`config.mk`:
```
export PLATFORM = sky130hd
export DESIGN_NAME = decode_stage_flat
export DESIGN_NICKNAME = d
export VERILOG_FILES = /design/src/rtl/decode_pkg.sv /design/src/rtl/decode_stage_if.sv /design/src/rtl/decode_stage_imm_gen.sv /design/src/rtl/decode_stage.sv /design/src/flat_wrapper.sv
export SDC_FILE = /design/constraint.sdc
export NUM_CORES = 1
export LEC_CHECK = 0
export ABC_AREA = 1
export ABC_CLOCK_PERIOD_IN_PS = 9200
export BUFFER_PORTS_ARGS = -buffer_cell sky130_fd_sc_hd__buf_2
export CAP_MARGIN = 20
export CORE_UTILIZATION = 54
export CTS_BUF_LIST = sky130_fd_sc_hd__clkbuf_4
export DETAILED_ROUTE_END_ITERATION = 10
export HOLD_SLACK_MARGIN = 0.03
export PLACE_DENSITY = 0.88
export SLEW_MARGIN = 5
export SYNTH_ARGS = -nofsm -noshare
export SYNTH_HDL_FRONTEND = slang
export SYNTH_SLANG_ARGS = --single-unit
export TNS_END_PERCENT = 20
```
`constraint.sdc`:
```
create_clock -name clk -period 9.2 [get_ports clk]
set_input_delay 1.84 -clock clk [delete_from_list [all_inputs] [get_ports clk]]
set_output_delay 1.84 -clock clk [all_outputs]
set_load 0.03 [all_outputs]
```
`src/rtl/decode_pkg.sv`:
```
// Shared RV32I decode constants, packed control word layout and format lookup
// for the decode stage.
package decode_pkg;

  localparam logic [6:0] OPC_LOAD   = 7'b0000011;
  localparam logic [6:0] OPC_OP_IMM = 7'b0010011;
  localparam logic [6:0] OPC_AUIPC  = 7'b0010111;
  localparam logic [6:0] OPC_STORE  = 7'b0100011;
  localparam logic [6:0] OPC_OP     = 7'b0110011;
  localparam logic [6:0] OPC_LUI    = 7'b0110111;
  localparam logic [6:0] OPC_BRANCH = 7'b1100011;
  localparam logic [6:0] OPC_JALR   = 7'b1100111;
  localparam logic [6:0] OPC_JAL    = 7'b1101111;

  localparam logic [3:0] ALU_ADD    = 4'd0;
  localparam logic [3:0] ALU_SUB    = 4'd1;
  localparam logic [3:0] ALU_SLL    = 4'd2;
  localparam logic [3:0] ALU_SLT    = 4'd3;
  localparam logic [3:0] ALU_SLTU   = 4'd4;
  localparam logic [3:0] ALU_XOR    = 4'd5;
  localparam logic [3:0] ALU_SRL    = 4'd6;
  localparam logic [3:0] ALU_SRA    = 4'd7;
  localparam logic [3:0] ALU_OR     = 4'd8;
  localparam logic [3:0] ALU_AND    = 4'd9;
  localparam logic [3:0] ALU_PASS_B = 4'd10;

  localparam logic [1:0] WB_ALU = 2'd0;
  localparam logic [1:0] WB_MEM = 2'd1;
  localparam logic [1:0] WB_PC4 = 2'd2;

  // Declared MSB first: jump is bit 15, alu_op occupies [3:0].
  typedef struct packed {
    logic       jump;
    logic       branch;
    logic [1:0] wb_sel;
    logic       reg_write;
    logic [2:0] funct3;
    logic       mem_write;
    logic       mem_read;
    logic       src_pc;
    logic       src_imm;
    logic [3:0] alu_op;
  } ctrl_t;

  typedef enum logic [2:0] {FMT_R, FMT_I, FMT_S, FMT_B, FMT_U, FMT_J, FMT_NONE} fmt_e;

  function automatic fmt_e fmt_of(input logic [6:0] opc);
    case (opc)
      OPC_OP:                       return FMT_R;
      OPC_OP_IMM, OPC_LOAD, OPC_JALR: return FMT_I;
      OPC_STORE:                    return FMT_S;
      OPC_BRANCH:                   return FMT_B;
      OPC_LUI, OPC_AUIPC:           return FMT_U;
      OPC_JAL:                      return FMT_J;
      default:                      return FMT_NONE;
    endcase
  endfunction

endpackage

```
`src/rtl/decode_stage_if.sv`:
```
// Fetch-side and execute-side handshake bundle of the decode stage.
// slave = the decode stage, master = its environment (fetch + execute).
interface decode_stage_if #(
  parameter int XLEN   = 32,
  parameter int CTRL_W = 16
);
  logic              in_valid;
  logic              in_ready;
  logic [31:0]       in_instr;
  logic [XLEN-1:0]   in_pc;
  logic              out_valid;
  logic              out_ready;
  logic [XLEN-1:0]   out_pc;
  logic [XLEN-1:0]   out_rs1_val;
  logic [XLEN-1:0]   out_rs2_val;
  logic [XLEN-1:0]   out_imm;
  logic [4:0]        out_rs1;
  logic [4:0]        out_rs2;
  logic [4:0]        out_rd;
  logic [CTRL_W-1:0] out_ctrl;
  logic              out_illegal;

  modport master (
    output in_valid, in_instr, in_pc, out_ready,
    input  in_ready, out_valid, out_pc, out_rs1_val, out_rs2_val, out_imm,
           out_rs1, out_rs2, out_rd, out_ctrl, out_illegal
  );

  modport slave (
    input  in_valid, in_instr, in_pc, out_ready,
    output in_ready, out_valid, out_pc, out_rs1_val, out_rs2_val, out_imm,
           out_rs1, out_rs2, out_rd, out_ctrl, out_illegal
  );
endinterface

```
`src/rtl/decode_stage_imm_gen.sv`:
```
// Combinational RV32I immediate generator; the format is chosen from the
// opcode and the result is sign-extended to XLEN (0 for R-type / illegal).
module imm_gen
  import decode_pkg::*;
#(
  parameter int XLEN = 32
) (
  input  logic [31:0]            instr,
  output logic signed [XLEN-1:0] imm
);

  logic signed [31:0] imm32;

  always_comb begin
    imm32 = '0;
    case (fmt_of(instr[6:0]))
      FMT_I:   imm32 = {{20{instr[31]}}, instr[31:20]};
      FMT_S:   imm32 = {{20{instr[31]}}, instr[31:25], instr[11:7]};
      FMT_B:   imm32 = {{19{instr[31]}}, instr[31], instr[7], instr[30:25], instr[11:8], 1'b0};
      FMT_U:   imm32 = {instr[31:12], 12'b0};
      FMT_J:   imm32 = {{11{instr[31]}}, instr[31], instr[19:12], instr[20], instr[30:21], 1'b0};
      default: imm32 = '0;
    endcase
  end

  assign imm = XLEN'(imm32);

endmodule

```
`src/rtl/decode_stage.sv`:
```
// RV32I decode stage: register-file addressing, load-use bubble insertion,
// flush handling and one output register toward execute.
// Optional DECODE_PERF_EN adds stall/flush event counters.
module decode_stage
  import decode_pkg::*;
#(
  parameter int XLEN   = 32,
  parameter int CTRL_W = 16
) (
  input  logic            clk,
  input  logic            rst,
  decode_stage_if.slave   dec,
  output logic [4:0]      rf_a1,
  output logic [4:0]      rf_a2,
  input  logic [XLEN-1:0] rf_rd1,
  input  logic [XLEN-1:0] rf_rd2,
  input  logic            flush
`ifdef DECODE_PERF_EN
  ,
  output logic [31:0]     perf_stall_cnt,
  output logic [31:0]     perf_flush_cnt
`endif
);

  function automatic logic [3:0] alu_op_of(input logic [2:0] f3, input logic f7b5,
                                           input logic is_op);
    case (f3)
      3'b000:  return (is_op && f7b5) ? ALU_SUB : ALU_ADD;
      3'b001:  return ALU_SLL;
      3'b010:  return ALU_SLT;
      3'b011:  return ALU_SLTU;
      3'b100:  return ALU_XOR;
      3'b101:  return f7b5 ? ALU_SRA : ALU_SRL;
      3'b110:  return ALU_OR;
      default: return ALU_AND;
    endcase
  endfunction

  // ---- p0: combinational decode of the incoming instruction ----
  logic [6:0]            opc_p0;
  logic [2:0]            f3_p0;
  fmt_e                  fmt_p0;
  logic                  use1_p0, use2_p0, illegal_p0;
  logic [4:0]            rs1_p0, rs2_p0, rd_p0;
  ctrl_t                 ctrl_p0;
  logic signed [XLEN-1:0] imm_p0;

  assign opc_p0  = dec.in_instr[6:0];
  assign f3_p0   = dec.in_instr[14:12];
  assign fmt_p0  = fmt_of(opc_p0);
  assign use1_p0 = (fmt_p0 == FMT_R) || (fmt_p0 == FMT_I) || (fmt_p0 == FMT_S) || (fmt_p0 == FMT_B);
  assign use2_p0 = (fmt_p0 == FMT_R) || (fmt_p0 == FMT_S) || (fmt_p0 == FMT_B);

  always_comb begin
    ctrl_p0    = '0;
    illegal_p0 = 1'b0;
    case (opc_p0)
      OPC_OP: begin
        ctrl_p0.alu_op = alu_op_of(f3_p0, dec.in_instr[30], 1'b1);
        ctrl_p0.funct3 = f3_p0; ctrl_p0.reg_write = 1'b1;
      end
      OPC_OP_IMM: begin
        ctrl_p0.alu_op = alu_op_of(f3_p0, dec.in_instr[30], 1'b0);
        ctrl_p0.src_imm = 1'b1; ctrl_p0.funct3 = f3_p0; ctrl_p0.reg_write = 1'b1;
      end
      OPC_LOAD: begin
        ctrl_p0.src_imm = 1'b1; ctrl_p0.mem_read = 1'b1; ctrl_p0.funct3 = f3_p0;
        ctrl_p0.reg_write = 1'b1; ctrl_p0.wb_sel = WB_MEM;
      end
      OPC_STORE: begin
        ctrl_p0.src_imm = 1'b1; ctrl_p0.mem_write = 1'b1; ctrl_p0.funct3 = f3_p0;
      end
      OPC_BRANCH: begin
        ctrl_p0.alu_op = ALU_SUB; ctrl_p0.branch = 1'b1; ctrl_p0.funct3 = f3_p0;
      end
      OPC_JAL: begin
        ctrl_p0.src_pc = 1'b1; ctrl_p0.src_imm = 1'b1; ctrl_p0.jump = 1'b1;
        ctrl_p0.reg_write = 1'b1; ctrl_p0.wb_sel = WB_PC4;
      end
      OPC_JALR: begin
        ctrl_p0.src_imm = 1'b1; ctrl_p0.jump = 1'b1; ctrl_p0.funct3 = f3_p0;
        ctrl_p0.reg_write = 1'b1; ctrl_p0.wb_sel = WB_PC4;
      end
      OPC_LUI: begin
        ctrl_p0.alu_op = ALU_PASS_B; ctrl_p0.reg_write = 1'b1;
      end
      OPC_AUIPC: begin
        ctrl_p0.src_pc = 1'b1; ctrl_p0.reg_write = 1'b1;
      end
      default: illegal_p0 = 1'b1;
    endcase
  end

  // Unused source fields read as x0 so forwarding and hazard compares never hit.
  assign rs1_p0 = use1_p0 ? dec.in_instr[19:15] : 5'd0;
  assign rs2_p0 = use2_p0 ? dec.in_instr[24:20] : 5'd0;
  assign rd_p0  = ctrl_p0.reg_write ? dec.in_instr[11:7] : 5'd0;
  assign rf_a1  = rs1_p0;
  assign rf_a2  = rs2_p0;

  imm_gen #(.XLEN(XLEN)) u_imm_gen (
    .instr (dec.in_instr),
    .imm   (imm_p0)
  );

  // ---- p1: output register toward execute ----
  logic              vld_p1, illegal_p1;
  logic [XLEN-1:0]   pc_p1, rs1_val_p1, rs2_val_p1, imm_p1;
  logic [4:0]        rs1_p1, rs2_p1, rd_p1;
  ctrl_t             ctrl_p1;
  logic              adv, haz;

  assign adv = !vld_p1 || dec.out_ready;
  assign haz = vld_p1 && ctrl_p1.mem_read && (rd_p1 != 5'd0) &&
               ((rs1_p0 == rd_p1) || (rs2_p0 == rd_p1));
  assign dec.in_ready = !rst && (flush || (adv && !haz));

  always_ff @(posedge clk or posedge rst) begin
    if (rst) begin
      vld_p1     <= 1'b0;
      illegal_p1 <= 1'b0;
      pc_p1      <= '0;
      rs1_val_p1 <= '0;
      rs2_val_p1 <= '0;
      imm_p1     <= '0;
      rs1_p1     <= '0;
      rs2_p1     <= '0;
      rd_p1      <= '0;
      ctrl_p1    <= '0;
    end else if (flush) begin
      vld_p1 <= 1'b0;
    end else if (adv) begin
      if (haz || !dec.in_valid) begin
        vld_p1 <= 1'b0;
      end else begin
        vld_p1     <= 1'b1;
        illegal_p1 <= illegal_p0;
        pc_p1      <= dec.in_pc;
        rs1_val_p1 <= rf_rd1;
        rs2_val_p1 <= rf_rd2;
        imm_p1     <= imm_p0;
        rs1_p1     <= rs1_p0;
        rs2_p1     <= rs2_p0;
        rd_p1      <= rd_p0;
        ctrl_p1    <= ctrl_p0;
      end
    end
  end

  logic [15:0] ctrl_bits_p1;
  assign ctrl_bits_p1    = ctrl_p1;
  assign dec.out_valid   = vld_p1;
  assign dec.out_illegal = illegal_p1;
  assign dec.out_pc      = pc_p1;
  assign dec.out_rs1_val = rs1_val_p1;
  assign dec.out_rs2_val = rs2_val_p1;
  assign dec.out_imm     = imm_p1;
  assign dec.out_rs1     = rs1_p1;
  assign dec.out_rs2     = rs2_p1;
  assign dec.out_rd      = rd_p1;
  assign dec.out_ctrl    = CTRL_W'(ctrl_bits_p1);

`ifdef DECODE_PERF_EN
  always_ff @(posedge clk or posedge rst) begin
    if (rst) begin
      perf_stall_cnt <= '0;
      perf_flush_cnt <= '0;
    end else begin
      if (haz && adv) perf_stall_cnt <= perf_stall_cnt + 32'd1;
      if (flush && (vld_p1 || dec.in_valid)) perf_flush_cnt <= perf_flush_cnt + 32'd1;
    end
  end
`endif

endmodule
```
`src/flat_wrapper.sv`:
```
// flat-port wrapper written by rule: the top's interface ports become plain ports
module decode_stage_flat import decode_pkg::*;
#(
  parameter int XLEN   = 32,
  parameter int CTRL_W = 16
)
  (clk, rst, rf_a1, rf_a2, rf_rd1, rf_rd2, flush, dec_in_valid, dec_in_instr, dec_in_pc, dec_out_ready, dec_in_ready, dec_out_valid, dec_out_pc, dec_out_rs1_val, dec_out_rs2_val, dec_out_imm, dec_out_rs1, dec_out_rs2, dec_out_rd, dec_out_ctrl, dec_out_illegal);
  decode_stage_if #(.XLEN(XLEN), .CTRL_W(CTRL_W)) dec_i ();
  input  logic clk;
  input  logic rst;
  output logic [4:0] rf_a1;
  output logic [4:0] rf_a2;
  input  logic [XLEN-1:0] rf_rd1;
  input  logic [XLEN-1:0] rf_rd2;
  input  logic flush;
  input wire logic [$bits(dec_i.in_valid)-1:0] dec_in_valid;
  input wire logic [$bits(dec_i.in_instr)-1:0] dec_in_instr;
  input wire logic [$bits(dec_i.in_pc)-1:0] dec_in_pc;
  input wire logic [$bits(dec_i.out_ready)-1:0] dec_out_ready;
  output wire logic [$bits(dec_i.in_ready)-1:0] dec_in_ready;
  output wire logic [$bits(dec_i.out_valid)-1:0] dec_out_valid;
  output wire logic [$bits(dec_i.out_pc)-1:0] dec_out_pc;
  output wire logic [$bits(dec_i.out_rs1_val)-1:0] dec_out_rs1_val;
  output wire logic [$bits(dec_i.out_rs2_val)-1:0] dec_out_rs2_val;
  output wire logic [$bits(dec_i.out_imm)-1:0] dec_out_imm;
  output wire logic [$bits(dec_i.out_rs1)-1:0] dec_out_rs1;
  output wire logic [$bits(dec_i.out_rs2)-1:0] dec_out_rs2;
  output wire logic [$bits(dec_i.out_rd)-1:0] dec_out_rd;
  output wire logic [$bits(dec_i.out_ctrl)-1:0] dec_out_ctrl;
  output wire logic [$bits(dec_i.out_illegal)-1:0] dec_out_illegal;
  assign dec_i.in_valid = dec_in_valid;
  assign dec_i.in_instr = dec_in_instr;
  assign dec_i.in_pc = dec_in_pc;
  assign dec_i.out_ready = dec_out_ready;
  assign dec_in_ready = dec_i.in_ready;
  assign dec_out_valid = dec_i.out_valid;
  assign dec_out_pc = dec_i.out_pc;
  assign dec_out_rs1_val = dec_i.out_rs1_val;
  assign dec_out_rs2_val = dec_i.out_rs2_val;
  assign dec_out_imm = dec_i.out_imm;
  assign dec_out_rs1 = dec_i.out_rs1;
  assign dec_out_rs2 = dec_i.out_rs2;
  assign dec_out_rd = dec_i.out_rd;
  assign dec_out_ctrl = dec_i.out_ctrl;
  assign dec_out_illegal = dec_i.out_illegal;
  decode_stage #(.XLEN(XLEN), .CTRL_W(CTRL_W)) u_core (.clk(clk), .rst(rst), .dec(dec_i), .rf_a1(rf_a1), .rf_a2(rf_a2), .rf_rd1(rf_rd1), .rf_rd2(rf_rd2), .flush(flush));
endmodule
```
After elaboration in Yosys (flattened, before gate mapping)
Index checks and enable logic that the tools add are counted.
- $add $sub $neg: 0
- multipliers: 0
- divide/modulo/power cells: 0
- $lt $le $gt $ge: 0
- equal/unequal tests: 22
- shifts and indexed selects: 0
- mux-type cells: 23
- bitwise gates (word level): 2
- reductions and logical operators: 31
- operator list (kind ; number):
    one-hot mux 32 bit (5 select lines) ; 1
    one-hot mux 4 bit (7 select lines) ; 2
    equality test 7 x 6 -> 1 bit (second input constant) ; 3
    equality test 7 bit (second input constant) ; 3
    one-hot mux 3 bit (6 select lines) ; 1
    one-hot mux 4 bit (4 select lines) ; 1
    equality test 3 bit (second input constant) ; 5
    2-to-1 mux 5 bit ; 3
    equality test 7 x 5 -> 1 bit (second input constant) ; 2
    2-to-1 mux 1 bit ; 13
    equality test 3 x 2 -> 1 bit (second input constant) ; 4
    equality test 5 bit ; 2
    logical OR 1 bit ; 9
    OR reduction 9 bit ; 1
    equality test 7 x 2 -> 1 bit (second input constant) ; 1
    OR reduction 7 bit ; 1
    equality test 3 x 1 -> 1 bit (second input constant) ; 2
    logical NOT 3 bit ; 2
    OR reduction 2 bit ; 3
    OR reduction 6 bit ; 1
    logical AND 1 bit ; 5
    nonzero test 5 bit ; 1
    OR reduction 5 bit ; 1
    logical NOT 1 bit ; 4
    6 further kinds ; 7
- flip-flop bits (word level): 161
- latch bits: 0
- memory bits (writable): 0
- memory bits (read-only): 0
- bits of input ports: 133
- output and inout port bits: 172
- logic and storage cells: 97
- memories: 0

Logic depth before layout (Yosys ltp)
- depth after elaboration: 15
- mapped depth: 23
- gate-level depth less buffers: 21

By module
A second synthesis with hierarchy kept.
- cells, all modules: 989
- area, all modules: 7992.7 um2
- by module, submodules not included (module ; instances ; cells an instance ; area each (um2) ; sequential area each (um2)):
    decode_stage ; 1 ; 848 ; 7195.7 ; 4003.8
    imm_gen ; 1 ; 141 ; 797.0 ; 0.0

Worst setup path before layout
OpenSTA, ideal clock, no wires.
- kind: input-to-output
- start: in dec_in_instr[1]
- end: out dec_in_ready
- arrival: 4310 ps
- path slack: 3050 ps
- stages on the path: 17
- path buffers: 1
- path through: nand2_2 > nor2_2 > inv_2 > nor2_2 > inv_2 > ha_1 > nand4_4 > nand2_4 > nor2_2 > xor2_1 > nor2_1 > nand3_1 > nand2_1 > nand2_4 > buf_4 > nand2_1 > a21oi_1
- longest elaborated chain between the ends: 15
- elaborated cells on any way between the ends: 31
- ends and longest elaborated chain (element ; RTL line ; text):
    start: declaration ; flat_wrapper.sv:17 ; input wire logic [$bits(dec_i.in_instr)-1:0] dec_in_instr;
    equality test 7 x 5 -> 1 bit (tied with other cells) ; decode_pkg.sv:48 ; case (opc)
    OR reduction 3 bit or OR reduction 2 bit (tied branches) ; decode_pkg.sv:48 ;
    one-hot mux 3 bit (6 select lines) (*) ; decode_pkg.sv:48 ;
    equality test 3 x 1 -> 1 bit or logical NOT 3 bit (tied branches) ; decode_stage.sv:51 ; assign use1_p0 = (fmt_p0 == FMT_R) || (fmt_p0 == FMT_I) || (fmt_p0 == FMT_S) || (fmt_p0 == FMT_B);
    logical OR 1 bit (2 in a row) ; decode_stage.sv:51 ;
    logical OR 1 bit (*) ; decode_stage.sv:51 ;
    2-to-1 mux 5 bit (*) ; decode_stage.sv:95 ; assign rs1_p0 = use1_p0 ? dec.in_instr[19:15] : 5'd0;
    named net rf_a1[0] ; flat_wrapper.sv:11 ; output logic [4:0] rf_a1;
    equality test 5 bit (*) ; decode_stage.sv:115 ; ((rs1_p0 == rd_p1) || (rs2_p0 == rd_p1));
    logical OR 1 bit (*) ; decode_stage.sv:115 ;
    logical AND 1 bit (*) ; decode_stage.sv:114 ; assign haz = vld_p1 && ctrl_p1.mem_read && (rd_p1 != 5'd0) &&
    logical NOT 1 bit (*) ; decode_stage.sv:116 ; assign dec.in_ready = !rst && (flush || (adv && !haz));
    logical AND 1 bit (*) ; decode_stage.sv:116 ;
    logical OR 1 bit (*) ; decode_stage.sv:116 ;
    logical AND 1 bit (*) ; decode_stage.sv:116 ;
    end: declaration ; flat_wrapper.sv:20 ; output wire logic [$bits(dec_i.in_ready)-1:0] dec_in_ready;
The timed path passes the listed nets; every way through them passes the cells marked *.

Final worst setup path
- start: in dec_in_instr[2]
- end: out dec_in_ready
- longest elaborated chain between the ends: 15
- elaborated cells on any way between the ends: 31
- ends and longest elaborated chain (element ; RTL line):
    equality test 7 x 5 -> 1 bit (tied with other cells) ; decode_pkg.sv:48
    OR reduction 3 bit or OR reduction 2 bit (tied branches) ; decode_pkg.sv:48
    one-hot mux 3 bit (6 select lines) (*) ; decode_pkg.sv:48
    equality test 3 x 1 -> 1 bit or logical NOT 3 bit (tied branches) ; decode_stage.sv:51, decode_stage.sv:52
    logical OR 1 bit (3 in a row) ; decode_stage.sv:51
    2-to-1 mux 5 bit ; decode_stage.sv:95
    equality test 5 bit ; decode_stage.sv:115
    logical OR 1 bit (*) ; decode_stage.sv:115
    logical AND 1 bit (*) ; decode_stage.sv:114
    logical NOT 1 bit (*) ; decode_stage.sv:116
    logical AND 1 bit (*) ; decode_stage.sv:116
    logical OR 1 bit (*) ; decode_stage.sv:116
    logical AND 1 bit (*) ; decode_stage.sv:116
Every way passes the cells marked *; elsewhere a longest branch is shown, timed or not.

==> results.md <==
* Pleak at 0.00570 uW
* Die Y at between 100 and 150 um
* Drt wl/cell at between 15 and 20 um
* Hold slack at ~0.48 ns
* CTS resizes at 0
* Initial antenna violation count at 3
* CTS tree: yes
* Cts bufs inserted at 17
* Postcts setup bufs at 0
* Setup TNS at 0 ns
* Area occupied by registers at between 3000 and 4000 um^2
* Synthesized area at 7730 um^2
* Clock latency on the worst-skew pair at around 0.56 ns
* Total wire length at 24.3 mm
* Site Rows at 43
* Peak fanout along the critical path at 91
* Yosys top cell by area: dfrtp_1
* Fill cells at 1191
* Worst Slack Setup Final at about 2.5 ns
* Iter 0 DRT Violations at between 700 and 800
* GRT overflow at 0
* Die area at approximately 15000 um^2
* Clock buffer depth at 2
* Clock skew at 0.0175 ns
* Register area share after synthesis at roughly 50%
* Placed insts at around 1400
* Slowest stage delay, CP at between 0.6 and 0.7 ns
* Pwr Density at around 180 nW/um^2
* CP Launch Type: input port
* Starting Density at 55.5%
* Commonest non-fill, non-tap cell in the layout: nand2_1
* Mean Syn Cell Area at 8.08 um^2
* CP arrival at just under 5 ns
* Clk root buf: clkbuf_4
* Share of cells above drive strength 1 at around 30%
* Area grow syn2layout at 22.7%
* CP Class: input port to output port
* # port buffers at just over 300
* Final Hold Vio Count at 0
* Post-DP HPWL at 16.8 mm
* Reg clk slew, reported paths at about 0.13 ns
* Top cells by area, synth: dfrtp_1, nand2_1, nand4_1, inv_1, nor2_1
* Routed Antenna Nets at 0
* Share of the synthesized area in the top cell type at 51.5%
* Most used DFF post-synth: dfrtp_1
* Final non-filler cell total at between 1000 and 1500
* Post-synth EDFFs at 0
* Buffers and inverters on the worst path at 6
* Slew headroom at around 34%
* Endpoints failing setup at 0
* Post-synth ARST share at 100%
* Distinct cells, synth at 31
* Slowest-stage cell, CP: nand2_4
* Fmax at around 150 MHz
* Min Tclk post-route at just under 7 ns
* RSZ-0062 raised after global routing: false
* Critical Path Most Common Cell: nand2_1
* DRC viols at 0
* Worst hold path type: flop to flop
* CTS Sinks at between 150 and 200
* Delay-heaviest family, CP: simple AND/OR/NAND/NOR gates
* H-tree depth at 4
* GP Congestion at 0.946
* Design Power at between 1500 and 2000 uW
* Pre-CTS setup slack at about 2.5 ns
* Worst slew pin tran at slightly below 1 ns
* Slew Limit Fails at 0
* Pre-Repair DR Iteration Count at 6
* Nets at about 1300
* Synthesis Warnings at 0
* Area of the multi-input gates at around 3100 um^2
* Core area at around 14000 um^2
* Flops & latches, synth at ~160
* First-pass GRT wire length at 37.0 mm
* Vias at approximately 8000
* CP Capture Type: output port
* Max cap viols at 0
* Peak supply drop at approximately 0.00009 V
* Cell chain of the critical path: buf_2 -> inv_2 -> nand2_1 -> nor2_2 -> inv_2 -> nor2_2 -> inv_2 -> ha_1 -> nand4_4 -> nand2_4 -> inv_2 -> nand2_2 -> nor2_4 -> nand2_1 -> nand2_1 -> nor2_1 -> nand2_1 -> nand2_1 -> nand2_4 -> nand2_1 -> a21oi_1 -> buf_2
* Gate Count Post-Synth at ~960
* Vias in the first global route at 7192
* Largest net degree at the start of global routing at approximately 120
* Vias/cell at 5.62
* Outcome: completed
* Worst EP required at 7.36 ns
* Most frequent cells in the layout: nand2_1, buf_2, nand4_1, dfrtp_1, inv_1
* CTS Hold Bufs at 0
* DIE WIDTH at about 120 um
* Post-synthesis net count at around 1100
* Final period utilization at between 70% and 80%
* Global router's overall resource usage at between 30% and 40%
* # IOs at slightly above 300
-- cell usage after synthesis (2+ instances only) --
cell type  count
a211oi_1       2
a21oi_1       18
buf_2         19
buf_4          6
buf_6         11
clkbuf_1      37
dfrtp_1      159
inv_1         57
inv_2          7
nand2_1      377
nand2_2        3
nand2_4        2
nand3_1       15
nand4_1      159
nor2_1        41
nor2_2         8
nor2_4         2
nor3_1         5
o21ai_0       12
o41ai_1        2
xor2_1         5
-- path summary, 6_finish.rpt --
path	start	end	slack (ns)	cells past startpoint
worst max-delay path	dec_in_instr[2]	dec_in_ready	2.46	22
worst min-delay path	u_core.dec.out_rs2[2]$_DFFE_PP0P_	u_core.dec.out_rs2[2]$_DFFE_PP0P_	0.48	2
worst max register to register	u_core.dec.out_rd[0]$_DFFE_PP0P_	u_core.dec.out_rs2_val[23]$_DFFE_PP0P_	5.76	10
worst min register to register	u_core.dec.out_rs2[2]$_DFFE_PP0P_	u_core.dec.out_rs2[2]$_DFFE_PP0P_	0.48	2
max in group asynchronous	rst	u_core.dec.out_rs1_val[12]$_DFFE_PP0P_	6.30	3
min in group asynchronous	rst	u_core.dec.out_rs2[0]$_DFFE_PP0P_	1.40	2
-- state kept, by name, summed over array words and instances, names as in the netlist, 5 cells and up --
signal	cells
u_core.dec.out_rs2_val	32
u_core.dec.out_pc	32
u_core.dec.out_ctrl	14
u_core.dec.out_rs1_val	32
u_core.dec.out_rd	5
u_core.dec.out_imm	32
u_core.dec.out_rs2	5
u_core.dec.out_rs1	5
-- worst reg2reg max path, stage by stage, from the launching register on --
cell and delay (ns):
dfrtp_1 0.49, nor3_1 0.22, nand3_1 0.11, nand3_1 0.08, inv_1 0.07, nand2_4 0.69, nand3_4 0.68, buf_4 0.52
buf_16 0.30, nand2_1 0.14, nand2_1 0.06
-- cell families (layout without fill, tap and decap cells) --
logic type	Yosys count	in the layout	synth area share (%)
DFF	159	159	51.5
and+or+nand+nor	616	616	36.7
adders and majority gates	1	1	0.162
xor gates and xnor gates	5	5	0.567
other	0	3	0
buffers and inverters	137	408	8.32
AOI/OAI and AO/OA	39	39	2.80
-- layer usage --
metal	wire length, um	global-route usage (%)	up-vias
li1	-	-	3707
met1	9450	39.9	3740
met2	11700	51.8	412
met3	2210	10.2	77
met4	940	16.3	0
met5	0	0	-
-- metrics by stage --
| step | area, um^2 | util [%] |
|---|---|---|
| after floorplan | 7730 | - |
| after global placement | 9150 | 65.6 |
| after detailed placement | 9150 | 65.6 |
| after CTS | 9450 | 67.8 |
| after global routing | 9480 | 68.1 |
| final | 9480 | 68.1 |
-- power breakdown --
group | leakage [uW] | internal [uW] | total, uW | switching (uW)
registers | 0.00206 | 767 | 805 | 37.9
logic | 0.00348 | 111 | 413 | 302
clock network | 0.000156 | 195 | 447 | 252
total | 0.00570 | 1070 | 1660 | 591
-- cell type report --
| cell class | instances | share of cell area, % |
|---|---|---|
| antenna | 3 | 0.0792 |
| timing repair buffer | 312 | 16.9 |
| tap | 180 | 2.37 |
| inverter | 64 | 2.59 |
| multi-input combinational | 661 | 32.9 |
| clock buffer | 19 | 1.50 |
| sequential | 159 | 42.0 |
| clock inverter | 13 | 1.70 |
No activity file was read; power rests on OpenSTA's default activity.
